$ cat src/rtl/keypad_pkg.sv
// Shared types and helpers for the keypad matrix scanner.
package keypad_pkg;

  localparam int KEY_IDX_W = 3;

  typedef enum logic [1:0] {
    SCAN,
    CONFIRM,
    HELD
  } state_t;

  // Index of the lowest set bit; returns 0 when no bit is set.
  function automatic logic [KEY_IDX_W-1:0] lowest_set_idx(input logic [7:0] bits);
    lowest_set_idx = '0;
    for (int i = 7; i >= 0; i--) begin
      if (bits[i]) lowest_set_idx = KEY_IDX_W'(i);
    end
  endfunction

endpackage

$ cat src/rtl/keypad_row_sync.sv
// Two-flop synchronizer for the asynchronous row lines. Resets to all ones,
// which matches idle pulled-up rows, so no phantom hit appears after reset.
module keypad_row_sync #(
  parameter int WIDTH = 7
) (
  input  logic             clk,
  input  logic             rst_n,
  input  logic [WIDTH-1:0] async_in,
  output logic [WIDTH-1:0] sync_out
);

  logic [WIDTH-1:0] meta;

  // Two register stages to settle metastability before the FSM sees the rows.
  always_ff @(posedge clk or negedge rst_n) begin
    if (!rst_n) begin
      meta     <= '1;
      sync_out <= '1;
    end else begin
      meta     <= async_in;
      sync_out <= meta;
    end
  end

endmodule

$ cat src/rtl/keypad_matrix_scanner.sv
// Column-strobed key matrix scanner with press/release debouncing. Emits a
// one-cycle key_valid pulse with the column/row coordinate of an accepted key.
module keypad_matrix_scanner
  import keypad_pkg::*;
#(
  parameter int N_COLS         = 5,
  parameter int N_ROWS         = 7,
  parameter int SETTLE_TICKS   = 2,
  parameter int DEBOUNCE_SCANS = 4
) (
  input  logic                 clk,
  input  logic                 reset_n,
  input  logic                 scan_en,
  input  logic [N_ROWS-1:0]    row_in,
  output logic [N_COLS-1:0]    col_drive,
  output logic                 key_valid,
  output logic [KEY_IDX_W-1:0] key_col,
  output logic [KEY_IDX_W-1:0] key_row,
  output logic                 key_held
);

  localparam int SETTLE_W = $clog2(SETTLE_TICKS + 1);
  localparam int DEB_W    = $clog2(DEBOUNCE_SCANS + 1);

  localparam logic [SETTLE_W-1:0]  SETTLE_LAST = SETTLE_W'(SETTLE_TICKS - 1);
  localparam logic [DEB_W-1:0]     DEB_TARGET  = DEB_W'(DEBOUNCE_SCANS);
  localparam logic [KEY_IDX_W-1:0] LAST_COL    = KEY_IDX_W'(N_COLS - 1);

  logic                 rst_meta_n;
  logic                 rst_n;
  logic [N_ROWS-1:0]    row_sync;
  logic [7:0]           hit_ext;
  logic                 any_hit;
  logic                 cand_hit;
  logic [KEY_IDX_W-1:0] next_col;

  state_t               state;
  logic [KEY_IDX_W-1:0] col_idx;
  logic [KEY_IDX_W-1:0] cand_row;
  logic [SETTLE_W-1:0]  settle_cnt;
  logic [DEB_W-1:0]     deb_cnt;
  logic [DEB_W-1:0]     rel_cnt;

  // Active-low strobe pattern with only the selected column pulled low.
  function automatic logic [N_COLS-1:0] col_mask(input logic [KEY_IDX_W-1:0] idx);
    logic [7:0] m;
    m = ~(8'd1 << idx);
    return m[N_COLS-1:0];
  endfunction

  // Reset asserts immediately but releases only on a clock edge.
  always_ff @(posedge clk or negedge reset_n) begin
    if (!reset_n) begin
      rst_meta_n <= 1'b0;
      rst_n      <= 1'b0;
    end else begin
      rst_meta_n <= 1'b1;
      rst_n      <= rst_meta_n;
    end
  end

  keypad_row_sync #(
    .WIDTH (N_ROWS)
  ) u_row_sync (
    .clk      (clk),
    .rst_n    (rst_n),
    .async_in (row_in),
    .sync_out (row_sync)
  );

  // Active-high hits zero-extended to the 8-bit helper width.
  always_comb begin
    hit_ext               = '0;
    hit_ext[N_ROWS-1:0]   = ~row_sync;
    any_hit               = |hit_ext;
    cand_hit              = hit_ext[cand_row];
    next_col              = (col_idx == LAST_COL) ? '0 : col_idx + 1'b1;
  end

  // Scan / confirm / held state machine with its counters and the column ring.
  always_ff @(posedge clk or negedge rst_n) begin
    if (!rst_n) begin
      state      <= SCAN;
      col_idx    <= '0;
      col_drive  <= col_mask('0);
      cand_row   <= '0;
      settle_cnt <= '0;
      deb_cnt    <= '0;
      rel_cnt    <= '0;
      key_valid  <= 1'b0;
      key_col    <= '0;
      key_row    <= '0;
      key_held   <= 1'b0;
    end else begin
      key_valid <= 1'b0;
      case (state)
        SCAN: begin
          if (scan_en) begin
            if (settle_cnt == SETTLE_LAST) begin
              settle_cnt <= '0;
              if (any_hit) begin
                cand_row <= lowest_set_idx(hit_ext);
                deb_cnt  <= DEB_W'(1);
                state    <= CONFIRM;
              end else begin
                col_idx   <= next_col;
                col_drive <= col_mask(next_col);
              end
            end else begin
              settle_cnt <= settle_cnt + 1'b1;
            end
          end
        end

        CONFIRM: begin
          if (deb_cnt >= DEB_TARGET) begin
            key_valid <= 1'b1;
            key_col   <= col_idx;
            key_row   <= cand_row;
            key_held  <= 1'b1;
            deb_cnt   <= '0;
            rel_cnt   <= '0;
            state     <= HELD;
          end else if (scan_en) begin
            if (cand_hit) begin
              deb_cnt <= deb_cnt + 1'b1;
            end else begin
              deb_cnt    <= '0;
              settle_cnt <= '0;
              col_idx    <= next_col;
              col_drive  <= col_mask(next_col);
              state      <= SCAN;
            end
          end
        end

        HELD: begin
          if (rel_cnt >= DEB_TARGET) begin
            key_held   <= 1'b0;
            rel_cnt    <= '0;
            settle_cnt <= '0;
            col_idx    <= next_col;
            col_drive  <= col_mask(next_col);
            state      <= SCAN;
          end else if (scan_en) begin
            if (cand_hit) rel_cnt <= '0;
            else          rel_cnt <= rel_cnt + 1'b1;
          end
        end

        default: state <= SCAN;
      endcase
    end
  end

endmodule
$ cat config.mk
export PLATFORM = sky130hd
export DESIGN_NAME = keypad_matrix_scanner
export DESIGN_NICKNAME = d
export VERILOG_FILES = /design/src/rtl/keypad_pkg.sv /design/src/rtl/keypad_row_sync.sv /design/src/rtl/keypad_matrix_scanner.sv
export SDC_FILE = /design/constraint.sdc
export NUM_CORES = 1
export LEC_CHECK = 0
export CAP_MARGIN = 10
export CORE_ASPECT_RATIO = 0.8
export CORE_MARGIN = 10
export CORE_UTILIZATION = 40
export DETAILED_ROUTE_END_ITERATION = 8
export MAX_ROUTING_LAYER = met4
export SLEW_MARGIN = 10
export SYNTH_ARGS = -nofsm -noshare
export SYNTH_HDL_FRONTEND = slang
export SYNTH_SLANG_ARGS = --single-unit
export TNS_END_PERCENT = 30
$ cat constraint.sdc
create_clock -name clk -period 2.7 [get_ports clk]
set_input_delay 0.675 -clock clk [delete_from_list [all_inputs] [get_ports clk]]
set_output_delay 0.675 -clock clk [all_outputs]
set_load 0.05 [all_outputs]
# Yosys cells after proc, flatten, opt, wreduce, memory -nomap -nowiden

Index checks and enable logic that the tools add are counted.

Output and inout bits: 13
Input port bits: 10
Flip-flop bits (word level): 45
Logic and storage cells: 109

Shifts and indexed selects: 1
Reduce and logical (&&, ||, !) cells: 13
Equality and inequality tests: 16
Bitwise gates (word level): 2
Magnitude comparators: 3
Add/sub/neg operators: 4
Multiplexer cells: 55

Operators with widths:

| kind                                                                 | count |
|---|---|
| 3-bit two-way mux                                                    | 25 |
| 5-bit two-way mux                                                    | 7 |
| 2-bit two-way mux                                                    | 10 |
| 2-bit inequality test, second input constant                         | 9 |
| 5-bit case mux with 3 select lines                                   | 1 |
| 2-bit case mux with 3 select lines                                   | 2 |
| 3-bit case mux with 2 select lines                                   | 2 |
| 6-bit AND reduction                                                  | 2 |
| 3-bit by 1-bit adder with 3-bit output, second input constant        | 3 |
| 3-bit inequality test, second input constant                         | 3 |
| 3-bit case mux with 3 select lines                                   | 1 |
| 8-bit AND reduction                                                  | 1 |
| 7-bit NOT                                                            | 1 |
| 7-bit OR reduction                                                   | 1 |
| 3-bit greater-or-equal comparator, second input constant             | 2 |
| 3-bit AND reduction                                                  | 2 |
| 1-bit two-way mux                                                    | 5 |
| 5-bit NOT                                                            | 1 |
| 5-bit AND reduction                                                  | 1 |
| 1-bit by 3-bit left shift with 5-bit output, first input constant    | 1 |
| 2-bit by 1-bit == test with 1-bit output, second input constant      | 2 |
| 3-bit by 4-bit < comparator with 1-bit output, second input constant | 1 |
| 4-bit AND reduction                                                  | 1 |
| 2-bit nonzero test                                                   | 2 |
| other kinds (8)                                                      | 8 |

# Longest topological paths before layout

Gate-level depths: netlist of run 1.

Depth in word-level cells: 8
Mapped depth: 7

# Modules after synthesis

From an unflattened synthesis of run 1, not the netlist that was laid out.

Cell total of the unflattened synthesis: 168
Area total of the unflattened synthesis: 2020.7 um^2

By module, submodules not included:

| module                | times used | area each (um^2) | cells an instance | sequential area each (um^2) |
|---|---|---|---|---|
| keypad_matrix_scanner | 1          | 1652.8           | 154               | 780.7 |
| keypad_row_sync       | 1          | 367.9            | 14                | 367.9 |

# Least setup slack after synthesis of run 1

Ideal clock, no wire load.

Path type: register to register
Start point: reg state[0]
End point: reg col_drive[0]
Stages on the path, launching flop included: 8
Library setup time: 0.128 ns
Data arrival time: 1.757 ns
Setup slack: 0.815 ns
Period minus slack after synthesis: 1.885 ns
Required time: 2.572 ns
Cells stage by stage: dfrtp_1 inv_1 ha_1 nor2b_1 nor3_2 nand2_1 nor2_4 mux2_1

Word-level cells in the longest chain between the ends: 3
Elaborated cells on any way between the ends: 13

RTL lines:

| element                                                                      | RTL line                     | source |
|---|---|---|
| from (decl)                                                                  | keypad_matrix_scanner.sv:37  | `state_t state;` |
| from (signal assigned)                                                       | keypad_matrix_scanner.sv:83  | `state <= SCAN;` |
| from (signal assigned)                                                       | keypad_matrix_scanner.sv:104 | `state <= CONFIRM;` |
| from (signal assigned)                                                       | keypad_matrix_scanner.sv:123 | `state <= HELD;` |
| 2-bit == test, or another cell as far along                                  | keypad_matrix_scanner.sv:96  | `case (state)` |
| 2-bit inequality test (no line) / 3-bit nonzero test (equally long branches) | n/a                          |  |
| 8-bit AND reduction (no line)                                                | n/a                          |  |
| to (signal assigned)                                                         | keypad_matrix_scanner.sv:85  | `col_drive <= col_mask('0);` |
| to (signal assigned)                                                         | keypad_matrix_scanner.sv:107 | `col_drive <= col_mask(next_col);` |
| to (signal assigned)                                                         | keypad_matrix_scanner.sv:131 | `col_drive <= col_mask(next_col);` |
| to (decl)                                                                    | keypad_matrix_scanner.sv:15  | `output logic [N_COLS-1:0] col_drive,` |

Parallel ways exist; a longest one is shown, timed or not.
A chain may end at the register's enable or synchronous reset.

# Final worst setup path of run 1

Start point: reg col_drive[3]
End point: out col_drive[3]

No word-level cell between the ends.

==> results of run 1 <==
==> Yosys cell counts, drive strengths merged, types with 2 or more instances <==
library cell	n
inv	15
mux2	13
nand2b	5
nand2	15
nor3	2
o21ai	8
a21oi	7
ha	11
nor2b	6
mux2i	4
a22oi	2
dfstp	18
a21boi	2
o31ai	3
a22o	4
nand3	4
nor2	7
dfrtp	27
==> stage by stage <==
| step | hold slack, ns | std cells | utilization | cell area, µm² | total power, W |
|---|---|---|---|---|---|
| finish | 0.3169 | 266 | 0.4908 | 2457 | 0.002566 |
| global route | 0.3568 | 266 | 0.4908 | 2457 | 0.002748 |
| global placement | 0.3276 | 258 | 0.4733 | 2370 | 0.002120 |
| detailed placement | 0.3359 | 258 | 0.4733 | 2370 | 0.002167 |
| CTS | 0.3363 | 266 | 0.4908 | 2457 | 0.002593 |
| floorplan | 0.3312 | 173 | - | 2064 | 0.001839 |
==> flip-flops by register name, summed over array words and instances, names as in the netlist <==
name                 flops
rst_n                    1
cand_row                 3
settle_cnt               2
col_drive                5
state                    2
u_row_sync.sync_out      7
key_valid                1
key_row                  3
rst_meta_n               1
key_held                 1
u_row_sync.meta          7
col_idx                  3
rel_cnt                  3
key_col                  3
deb_cnt                  3
==> area by class of cell <==
| cell class | count | area [µm²] | share of cell area |
|---|---|---|---|
| Inverter | 15 | 56.30 | 0.02291 |
| Timing Repair Buffer | 24 | 235.2 | 0.09572 |
| Sequential cell | 45 | 1149 | 0.4674 |
| Clock inverter | 2 | 15.01 | 0.006110 |
| Tap cell | 62 | 77.57 | 0.03157 |
| Multi-Input combinational cell | 112 | 852.1 | 0.3467 |
| Clock buffer | 6 | 72.57 | 0.02953 |
==> power breakdown <==
group          switching [W]  internal (W)
sequential          0.000145      0.000845
clock               0.000227      0.000185
combinational       0.000688      0.000476
==> cell usage in the layout, fill, tap and decap left out, types with 2 or more instances in the layout <==
master / n
sky130_fd_sc_hd__nor2b_1: 6
sky130_fd_sc_hd__inv_1: 15
sky130_fd_sc_hd__clkbuf_8: 5
sky130_fd_sc_hd__nand3_1: 4
sky130_fd_sc_hd__nor2_1: 6
sky130_fd_sc_hd__o31ai_1: 3
sky130_fd_sc_hd__mux2i_1: 4
sky130_fd_sc_hd__o21ai_0: 6
sky130_fd_sc_hd__dfstp_2: 18
sky130_fd_sc_hd__mux2_1: 7
sky130_fd_sc_hd__o21ai_1: 2
sky130_fd_sc_hd__dfrtp_1: 27
sky130_fd_sc_hd__a22o_1: 4
sky130_fd_sc_hd__buf_4: 2
sky130_fd_sc_hd__a21oi_1: 7
sky130_fd_sc_hd__nand2_1: 15
sky130_fd_sc_hd__clkdlybuf4s50_1: 22
sky130_fd_sc_hd__nand2b_1: 4
sky130_fd_sc_hd__mux2_2: 5
sky130_fd_sc_hd__ha_1: 11
==> cells by family (layout without fill, tap and decap cells) <==
family          Yosys count  after routing  synth area share
simple gates             46             46            0.1224
flops                    45             45            0.5564
compound gates           37             37            0.1297
mux                      17             17           0.09212
buf+inv                  16             47           0.03091
fa+ha+maj                11             11           0.06667
other cells               1              1          0.001816
==> path summary, 6_finish.rpt <==
kind / endpoint / slack, ns
worst max-delay path: col_drive[3] / 0.37
worst min-delay path: deb_cnt[1] / 0.32
worst max register to register: col_drive[0] / 0.58
worst min register to register: deb_cnt[1] / 0.32
max in group asynchronous: col_drive[4] / 2.01
min in group clk: u_row_sync.sync_out[5] / 0.35
==> per-layer routing <==
metal / vias to the layer above / GRT usage / part of all wire
met4: 0 / 0.03077 / 0.014
met2: 31 / 0.1564 / 0.45
li1: 667 / - / -
met3: 10 / 0.03276 / 0.042
met5: - / - / 0
met1: 678 / 0.1308 / 0.50
==> key figures, run 1 <==
Synthesis
  – Sequential share of the synthesized area: 0.5564
  – Synthesized area: 0.002064 mm²
  – Net count after synthesis: 194
  – Register bit count reported by yosys: 45
  – Post-synth EDFFs: 0
  – Post-synth top flop: sky130_fd_sc_hd__dfrtp_1
  – Unique cell type count in the Yosys netlist: 46
  – Synthesis Warnings: 0
  – Area leader, netlist: sky130_fd_sc_hd__dfrtp_1
  – Leading cell types by total area after synthesis: sky130_fd_sc_hd__dfrtp_1 33%, sky130_fd_sc_hd__dfstp_2 23%, sky130_fd_sc_hd__ha_1 6.7%
  – Async set or reset register ratio after synthesis: 1.000
  – Top cell type's share of synthesized area: 0.3273
  – Syn_area_per_cell: 11.93 µm²
  – Post-synthesis instance total: 173

Setup path
  – Number of cells on the worst reg-to-reg path: 7
  – Largest incremental delay on the critical path: 0.81 ns
  – Largest fanout of any net on the critical path: 2
  – Kind of critical path: register to primary output
  – Critical path buffer and inverter count: 1
  – Beginning of the worst register-to-register path: state[0]
  – Crit start category: register
  – Required time at the worst-slack endpoint: 2.03 ns
  – Family with the most delay on the worst path: buffers and inverters
  – Slowest cell on the critical path: sky130_fd_sc_hd__clkdlybuf4s50_1
  – Critical Path End Type: primary output
  – Worst-path cell chain: clkdlybuf4s50_1
  – Number of stages on the worst setup path: 1
  – Data arrival time of the critical path: 1.66 ns
  – CP startpoint: col_drive[3]

Clocking
  – Number of CTS-inserted buffers: 5
  – Number of buffers added for setup after CTS: 0
  – Clock tree from TritonCTS: built
  – Maximum buffer depth of the clock tree: 2
  – Number of sinks driven by the clock tree: 45
  – Worst-skew pair later-pin latency: 0.30 ns
  – Clock slew at reported path FFs: 0.09 ns
  – Number of H-tree levels: 2
  – Hold buffers post-CTS: 0
  – Post-CTS resize count: 0
  – Root Buffer Master: sky130_fd_sc_hd__clkbuf_8

STA
  – Share of the clock period used by the worst path: 0.8639
  – Setup TNS after final layout: 0 ns
  – Final setup vio count: 0
  – Relative slew slack: 0.6419
  – Clock period minus final worst setup slack: 2.333 ns
  – Highest clock frequency the design can meet: 428.7 MHz
  – Count of final max-slew check failures: 0
  – Final hold violation count: 0
  – Clk_skew: 0.007753 ns
  – Smallest setup slack after layout: 0.3674 ns
  – RSZ-0062 raised after global routing: false
  – Worst Tran Pin Value: 0.5371 ns

Power
  – Maximum ir drop on the vdd rail: 0.0004370 V
  – Power density over the cells: 1044 mW/mm²
  – Static leakage: 1.067 nW

Placement
  – Dpl hpwl: 3.037 mm
  – Worst slack at placement: 0.2244 ns
  – Number of buffers inserted by port buffering: 22
  – Global placer's final weighted congestion: 0.8590

Floorplanning
  – Die W: 100.3 µm
  – Die area: 0.008452 mm²
  – Initial Util: 0.4123
  – Number of placement rows: 23
  – Core area: 0.005007 mm²
  – Die boundary height: 84.26 µm
  – Top Ports: 23

Cells and area
  – Fillers: 466
  – Diodes inserted: 0
  – Nets: 224
  – Post-synthesis to final-layout area growth: 19.03%
  – Ratio of cells with drive above 1 in the final layout: 0.1912

Run status
  – Outcome: finished, final reports clean

Routing
  – Routed wire length: 4.070 mm
  – Number of iterations in the first detailed-routing pass: 4
  – Number of DRC violations after detailed-routing iteration 0: 66
  – Residual DRC count: 0
  – Wire per inst: 15.30 µm
  – Residual antenna-violating net count after detailed routing: 0
  – Via Count: 1386
  – Vias per inst: 5.211

GRT
  – Global routing usage summed across all routing layers: 0.1041
  – Number of global-route vias before repair: 1442
  – Wire length of the first global-routing pass: 7.051 mm
  – Number of antenna violations at the first check in global routing: 0
  – Largest net degree at the start of global routing: 44
  – Overflow after GRT: 0

Flow run
  – Total of max-cap violations: 0

Worst hold path
  – Class of the worst hold path: register to asynchronous set/reset pin
Note: power is estimated with default switching activity, not from simulation.
==> inputs of run 2 (changes only) <==
CAP_MARGIN = 25   (was 10)
MAX_ROUTING_LAYER = not set   (was met4)
==> run 2 against run 1 <==
Global-route usage is 0.30 points lower. Clock skew hardly changed. Critical path depth stayed put. Clock-buffer cell count stayed put. Final area stayed put. Flip-flop and latch count stayed put. Largest cell class unchanged. Core utilization stayed put. Die area stayed put. Non-clock buffer count stayed put.
==> key figures, run 2 (synthesis gave the netlist of run 1 again) <==
Cells and area
  – Ratio of cells with drive above 1 in the final layout: 0.1912 (unchanged)
  – Multi-input gate area in the final layout: 852.1 µm² (unchanged)
  – Largest registers in the final layout: u_row_sync.meta (7), u_row_sync.sync_out (7), col_drive (5) (unchanged)
  – Diodes inserted: 0 (unchanged)
  – Most frequent cells in the layout: 27 x sky130_fd_sc_hd__dfrtp_1, 22 x sky130_fd_sc_hd__clkdlybuf4s50_1, 18 x sky130_fd_sc_hd__dfstp_2, 15 x sky130_fd_sc_hd__inv_1, 15 x sky130_fd_sc_hd__nand2_1 (unchanged)
  – Fillers: 466 (unchanged)
  – Cell area after layout: 0.002457 mm² (unchanged)
  – Nets: 224 (unchanged)
  – Area used by sequential logic in the layout: 0.001149 mm² (unchanged)
  – Post-synthesis to final-layout area growth: 19.03% (unchanged)
  – Most common cell after layout, fill and taps aside: sky130_fd_sc_hd__dfrtp_1 (unchanged)

Setup path
  – Destination of the worst register-to-register timing path: col_drive[0] (unchanged)
  – Data arrival time of the critical path: 1.66 ns (about the same)
  – FF-to-FF setup slack: 0.58 ns (about the same)
  – Beginning of the worst register-to-register path: state[0] (unchanged)
  – Largest fanout of any net on the critical path: 2 (unchanged)
  – Critical Path End Type: primary output (unchanged)
  – Worst-path cell chain: clkdlybuf4s50_1 (unchanged)
  – CP startpoint: col_drive[3] (unchanged)
  – Number of cells on the worst reg-to-reg path: 7 (unchanged)
  – Crit start category: register (unchanged)
  – Slowest cell on the critical path: sky130_fd_sc_hd__clkdlybuf4s50_1 (unchanged)
  – Endpoint of the worst setup timing path: col_drive[3] (unchanged)
  – Required time at the worst-slack endpoint: 2.03 ns (about the same)
  – Number of stages on the worst setup path: 1 (unchanged)
  – Largest incremental delay on the critical path: 0.81 ns (about the same)
  – Critical path buffer and inverter count: 1 (unchanged)
  – Family with the most delay on the worst path: buffers and inverters (unchanged)
  – Kind of critical path: register to primary output (unchanged)

Clocking
  – Hold buffers post-CTS: 0 (unchanged)
  – Number of CTS-inserted buffers: 5 (unchanged)
  – Worst-skew pair later-pin latency: 0.30 ns (about the same)
  – Clock slew at reported path FFs: 0.09 ns (about the same)
  – Number of H-tree levels: 2 (unchanged)
  – Post-CTS resize count: 0 (unchanged)
  – Number of sinks driven by the clock tree: 45 (unchanged)
  – Clock tree from TritonCTS: built (unchanged)
  – Number of buffers added for setup after CTS: 0 (unchanged)
  – Root Buffer Master: sky130_fd_sc_hd__clkbuf_8 (unchanged)
  – Maximum buffer depth of the clock tree: 2 (unchanged)

STA
  – Final setup vio count: 0 (unchanged)
  – Relative slew slack: 0.6415 (was 0.6419)
  – Share of the clock period used by the worst path: 0.8638 (was 0.8639)
  – Highest clock frequency the design can meet: 428.8 MHz (was 428.7 MHz)
  – Worst Tran Pin Value: 0.5378 ns (was 0.5371 ns)
  – Count of final max-slew check failures: 0 (unchanged)
  – Clock period minus final worst setup slack: 2.332 ns (was 2.333 ns)
  – Clk_skew: 0.007333 ns (was 0.007753 ns)
  – Setup TNS after final layout: 0 ns (unchanged)
  – Final hold violation count: 0 (unchanged)
  – RSZ-0062 raised after global routing: false (unchanged)

Placement
  – Dpl hpwl: 3.037 mm (unchanged)
  – Number of buffers inserted by port buffering: 22 (unchanged)
  – Global placer's final weighted congestion: 0.8458 (was 0.8590)
  – Instance area after placement: 0.002370 mm² (unchanged)

Routing
  – Number of iterations in the first detailed-routing pass: 4 (unchanged)
  – Vias per inst: 5.207 (was 5.211)
  – Residual DRC count: 0 (unchanged)
  – Routed wire length: 4.068 mm (was 4.070 mm)
  – Number of DRC violations after detailed-routing iteration 0: 50 (was 66)
  – Wire per inst: 15.29 µm (was 15.30 µm)
  – Via Count: 1385 (was 1386)
  – Residual antenna-violating net count after detailed routing: 0 (unchanged)

GRT
  – Largest net degree at the start of global routing: 44 (unchanged)
  – Wire length of the first global-routing pass: 7.038 mm (was 7.051 mm)
  – Number of antenna violations at the first check in global routing: 0 (unchanged)
  – Overflow after GRT: 0 (unchanged)
  – Number of global-route vias before repair: 1439 (was 1442)
  – Global routing usage summed across all routing layers: 0.1011 (was 0.1041)

Power
  – Clock share of power: 0.161 (about the same)
  – Maximum ir drop on the vdd rail: 0.0004370 V (about the same)
  – Net switching share of the total power: 0.4131 (was 0.4132)
  – Portion of total power attributed to combinational logic: 0.453 (was 0.454)
  – Static leakage: 1.067 nW (unchanged)
  – Int Pwr: 0.001506 W (about the same)
  – Switching power summed over all nets: 0.001060 W (about the same)
  – Power density over the cells: 1044 mW/mm² (about the same)
  – Flop pwr share: 0.386 (about the same)

Worst hold path
  – Class of the worst hold path: register to asynchronous set/reset pin (unchanged)

Floorplanning
  – Initial Util: 0.4123 (unchanged)
  – Top Ports: 23 (unchanged)
  – Die W: 100.3 µm (unchanged)
  – Die boundary height: 84.26 µm (unchanged)
  – Die area: 0.008452 mm² (unchanged)
  – Number of placement rows: 23 (unchanged)
  – Core area: 0.005007 mm² (unchanged)

Flow run
  – Total of max-cap violations: 0 (unchanged)

Run status
  – Outcome: finished, final reports clean (unchanged)
==> run 2: cell counts in the layout (fill, tap and decap cells not counted) <==
No cell type changed its count.
==> run 2: cell type report <==
type | instances | area share
Clock buffer | 6 | 0.02953
Clock inverter | 2 | 0.006110
Timing Repair Buffer | 24 | 0.09572
Inverter | 15 | 0.02291
Multi-Input combinational cell | 112 | 0.3467
Tap cell | 62 | 0.03157
Sequential cell | 45 | 0.4674
==> run 2: how the worst min path moves through the flow <==
| stage | to | slack [ns] | cells after the start |
|---|---|---|---|
| after global placement | cand_row[0] | 0.33 | 1 |
| final | deb_cnt[1] | 0.32 | 1 |
| after global routing | u_row_sync.sync_out[5] | 0.36 | 0 |
| after detailed placement | key_row[1] | 0.34 | 1 |
| after floorplan | rst_n | 0.33 | 0 |
| after CTS | key_row[1] | 0.34 | 1 |
==> run 2: layer usage <==
layer | global-route usage | share of wire | up-vias
met5 | 0 | 0 | -
met1 | 0.1293 | 0.49 | 680
met2 | 0.1564 | 0.45 | 29
li1 | - | - | 666
met4 | 0.03077 | 0.015 | 0
met3 | 0.03522 | 0.047 | 10
==> run 2: power by group through the flow <==
stage                     combinational (W)  sequential (W)  clock (W)
after floorplan                    0.000686         0.00115          0
after global placement              0.00113        0.000990          0
after detailed placement            0.00117         0.00100          0
after CTS                           0.00117        0.000991   0.000428
after global routing                0.00128         0.00101   0.000458
final                               0.00116        0.000990   0.000413
==> run 2: per-stage QoR <==
step,instances,hold slack [ns],worst slack (ns),total power [W],util
2_1_floorplan,173,0.3312,0.8155,0.001839,-
3_3_place_gp,258,0.3276,0.2999,0.002120,0.4733
3_5_place_dp,258,0.3359,0.2244,0.002167,0.4733
4_1_cts,266,0.3363,0.3480,0.002593,0.4908
5_1_grt,266,0.3568,0.3112,0.002748,0.4908
6_report,266,0.3177,0.3678,0.002565,0.4908
==> inputs of run 3 (changes only) <==
CORE_MARGIN = not set   (was 10)
SLEW_MARGIN = not set   (was 10)
==> run 3 against run 2 <==
Flip-flop and latch count did not move. Maximum frequency up 0.86%. First-iteration DRC count up 36%. Critical endpoint unchanged. Non-clock buffer count rose by 1. Sequential share of layout area shrank 0.54 points. Via count down 1.2%. Highest routed layer unchanged. Global-route usage rose by 5.6 points.
==> key figures, run 3 (synthesis gave the netlist of run 1 again) <==
Run status
  – Outcome: finished, final reports clean (unchanged)

Cells and area
  – Diodes inserted: 0 (unchanged)
  – Final core occ: 0.5221 (was 0.4908)
  – Cell area after layout: 0.002486 mm² (was 0.002457 mm²)
  – Most common cell after layout, fill and taps aside: sky130_fd_sc_hd__dfrtp_1 (unchanged)
  – Largest registers in the final layout: u_row_sync.meta (7), u_row_sync.sync_out (7), col_drive (5) (unchanged)
  – Fillers: 436 (was 466)
  – Post-synthesis to final-layout area growth: 20.42% (was 19.03%)
  – Most frequent cells in the layout: 27 x sky130_fd_sc_hd__dfrtp_1, 22 x sky130_fd_sc_hd__clkdlybuf4s50_1, 18 x sky130_fd_sc_hd__dfstp_2, 15 x sky130_fd_sc_hd__inv_1, 15 x sky130_fd_sc_hd__nand2_1 (unchanged)
  – Nets: 225 (was 224)
  – Ratio of cells with drive above 1 in the final layout: 0.1951 (was 0.1912)

Routing
  – Via Count: 1368 (was 1385)
  – Wire per inst: 13.97 µm (was 15.29 µm)
  – Number of iterations in the first detailed-routing pass: 4 (unchanged)
  – Routed wire length: 3.702 mm (was 4.068 mm)
  – Number of DRC violations after detailed-routing iteration 0: 68 (was 50)
  – Vias per inst: 5.162 (was 5.207)
  – Residual antenna-violating net count after detailed routing: 0 (unchanged)
  – Residual DRC count: 0 (unchanged)

Setup path
  – Required time at the worst-slack endpoint: 2.03 ns (about the same)
  – Critical Path End Type: primary output (unchanged)
  – FF-to-FF setup slack: 0.56 ns (was 0.58 ns)
  – Endpoint of the worst setup timing path: col_drive[3] (unchanged)
  – Family with the most delay on the worst path: buffers and inverters (unchanged)
  – Worst-path cell chain: clkdlybuf4s50_1 (unchanged)
  – Slowest cell on the critical path: sky130_fd_sc_hd__clkdlybuf4s50_1 (unchanged)
  – Kind of critical path: register to primary output (unchanged)
  – Largest fanout of any net on the critical path: 2 (unchanged)
  – Critical path buffer and inverter count: 1 (unchanged)
  – Number of stages on the worst setup path: 1 (unchanged)
  – Crit start category: register (unchanged)
  – Beginning of the worst register-to-register path: state[0] (unchanged)
  – CP startpoint: col_drive[3] (unchanged)
  – Destination of the worst register-to-register timing path: col_drive[0] (unchanged)
  – Largest incremental delay on the critical path: 0.80 ns (was 0.81 ns)
  – Number of cells on the worst reg-to-reg path: 7 (unchanged)
  – Data arrival time of the critical path: 1.64 ns (was 1.66 ns)

Power
  – Post-layout power: 0.002643 W (was 0.002565 W)
  – Maximum ir drop on the vdd rail: 0.0005928 V (was 0.0004370 V)
  – Power density over the cells: 1063 mW/mm² (was 1044 mW/mm²)
  – Static leakage: 1.081 nW (was 1.067 nW)

GRT
  – Largest net degree at the start of global routing: 17 (was 44)
  – Met2 Track Usage GR: 0.2324 (was 0.1564)
  – Wire length of the first global-routing pass: 6.223 mm (was 7.038 mm)
  – Number of global-route vias before repair: 1329 (was 1439)
  – Global routing's busiest layer: met2 (unchanged)
  – Met3 usage: 0.04552 (was 0.03522)
  – Global routing usage summed across all routing layers: 0.1569 (was 0.1011)
  – Met1 GRT Util: 0.2118 (was 0.1293)
  – Overflow after GRT: 0 (unchanged)
  – Number of antenna violations at the first check in global routing: 0 (unchanged)

Clocking
  – Post-CTS resize count: 0 (unchanged)
  – Number of H-tree levels: 2 (unchanged)
  – Number of CTS-inserted buffers: 5 (unchanged)
  – Clock tree from TritonCTS: built (unchanged)
  – Worst-skew pair later-pin latency: 0.30 ns (about the same)
  – Root Buffer Master: sky130_fd_sc_hd__clkbuf_8 (unchanged)
  – Clock slew at reported path FFs: 0.08 ns (was 0.09 ns)
  – Hold buffers post-CTS: 0 (unchanged)
  – Maximum buffer depth of the clock tree: 2 (unchanged)
  – Number of sinks driven by the clock tree: 45 (unchanged)
  – Number of buffers added for setup after CTS: 0 (unchanged)

Floorplanning
  – Number of placement rows: 22 (was 23)
  – Die area: 0.005454 mm² (was 0.008452 mm²)
  – Core area: 0.004762 mm² (was 0.005007 mm²)
  – Die boundary height: 66.26 µm (was 84.26 µm)
  – Initial Util: 0.4335 (was 0.4123)
  – Top Ports: 23 (unchanged)
  – Die W: 82.32 µm (was 100.3 µm)

STA
  – Clk_skew: 0.006004 ns (was 0.007333 ns)
  – Final setup vio count: 0 (unchanged)
  – Clock period minus final worst setup slack: 2.312 ns (was 2.332 ns)
  – Relative slew slack: 0.6348 (was 0.6415)
  – Post-Route Hold Slack: 0.2272 ns (was 0.3177 ns)
  – Worst Tran Pin Value: 0.5479 ns (was 0.5378 ns)
  – Share of the clock period used by the worst path: 0.8564 (was 0.8638)
  – RSZ-0062 raised after global routing: false (unchanged)
  – Highest clock frequency the design can meet: 432.5 MHz (was 428.8 MHz)
  – Count of final max-slew check failures: 0 (unchanged)
  – Final hold violation count: 0 (unchanged)
  – Setup TNS after final layout: 0 ns (unchanged)

Placement
  – Instance area after placement: 0.002375 mm² (was 0.002370 mm²)
  – Global placer's final weighted congestion: 0.8681 (was 0.8458)
  – Number of buffers inserted by port buffering: 22 (unchanged)
  – Dpl hpwl: 2.844 mm (was 3.037 mm)

Worst hold path
  – Class of the worst hold path: register to asynchronous set/reset pin (unchanged)

Flow run
  – Total of max-cap violations: 0 (unchanged)
## run 3: cell types whose count changed in the layout (fill, tap and decap cells not counted), sizes merged
cell,delta
buf,+1
bufinv,+1
inv,-1
## run 3: worst min-delay path by stage
stage                          start           to
after floorplan           rst_meta_n        rst_n
after global placement         rst_n   key_row[1]
after detailed placement       rst_n   key_row[1]
after CTS                      rst_n   key_row[1]
after global routing           rst_n   key_row[1]
final                          rst_n  cand_row[2]
## run 3: cell type report
type / instances / area (µm²) / area share
Multi-Input combinational cell: 112 / 852.1 / 0.3427
Timing Repair Buffer: 25 / 242.7 / 0.09763
Inverter: 15 / 56.30 / 0.02265
Clock inverter: 2 / 38.79 / 0.01560
Tap cell: 60 / 75.07 / 0.03020
Clock buffer: 6 / 72.57 / 0.02919
Sequential cell: 45 / 1149 / 0.4620
## run 3: metal layers
layer  wire, µm  share of wire
met1       1828           0.49
met2       1662           0.45
met3        149          0.040
met4         62          0.017
met5          0              0
## run 3: worst register-to-register path, delay by kind of cell (launching register included)
| family | cells | cell delay, ns |
|---|---|---|
| and+or+nand+nor | 4 | 0.92 |
| DFF | 1 | 0.41 |
| muxes | 1 | 0.35 |
| adders and majority gates | 1 | 0.25 |
| buffers and inverters | 1 | 0.10 |
## run 3: power breakdown
part	switching [W]	total [W]	leakage, nW	internal, W
sequential	0.000145	0.000990	0.536	0.000845
combinational	0.000677	0.00115	0.490	0.000477
clock	0.000222	0.000499	0.0554	0.000278
total	0.00104	0.00264	1.08	0.00160
## run 3: stage by stage
stage | setup WS [ns] | cells
2_1_floorplan | 0.8155 | 173
3_3_place_gp | 0.2909 | 257
3_5_place_dp | 0.2363 | 257
4_1_cts | 0.3749 | 265
5_1_grt | 0.3443 | 265
6_report | 0.3877 | 265
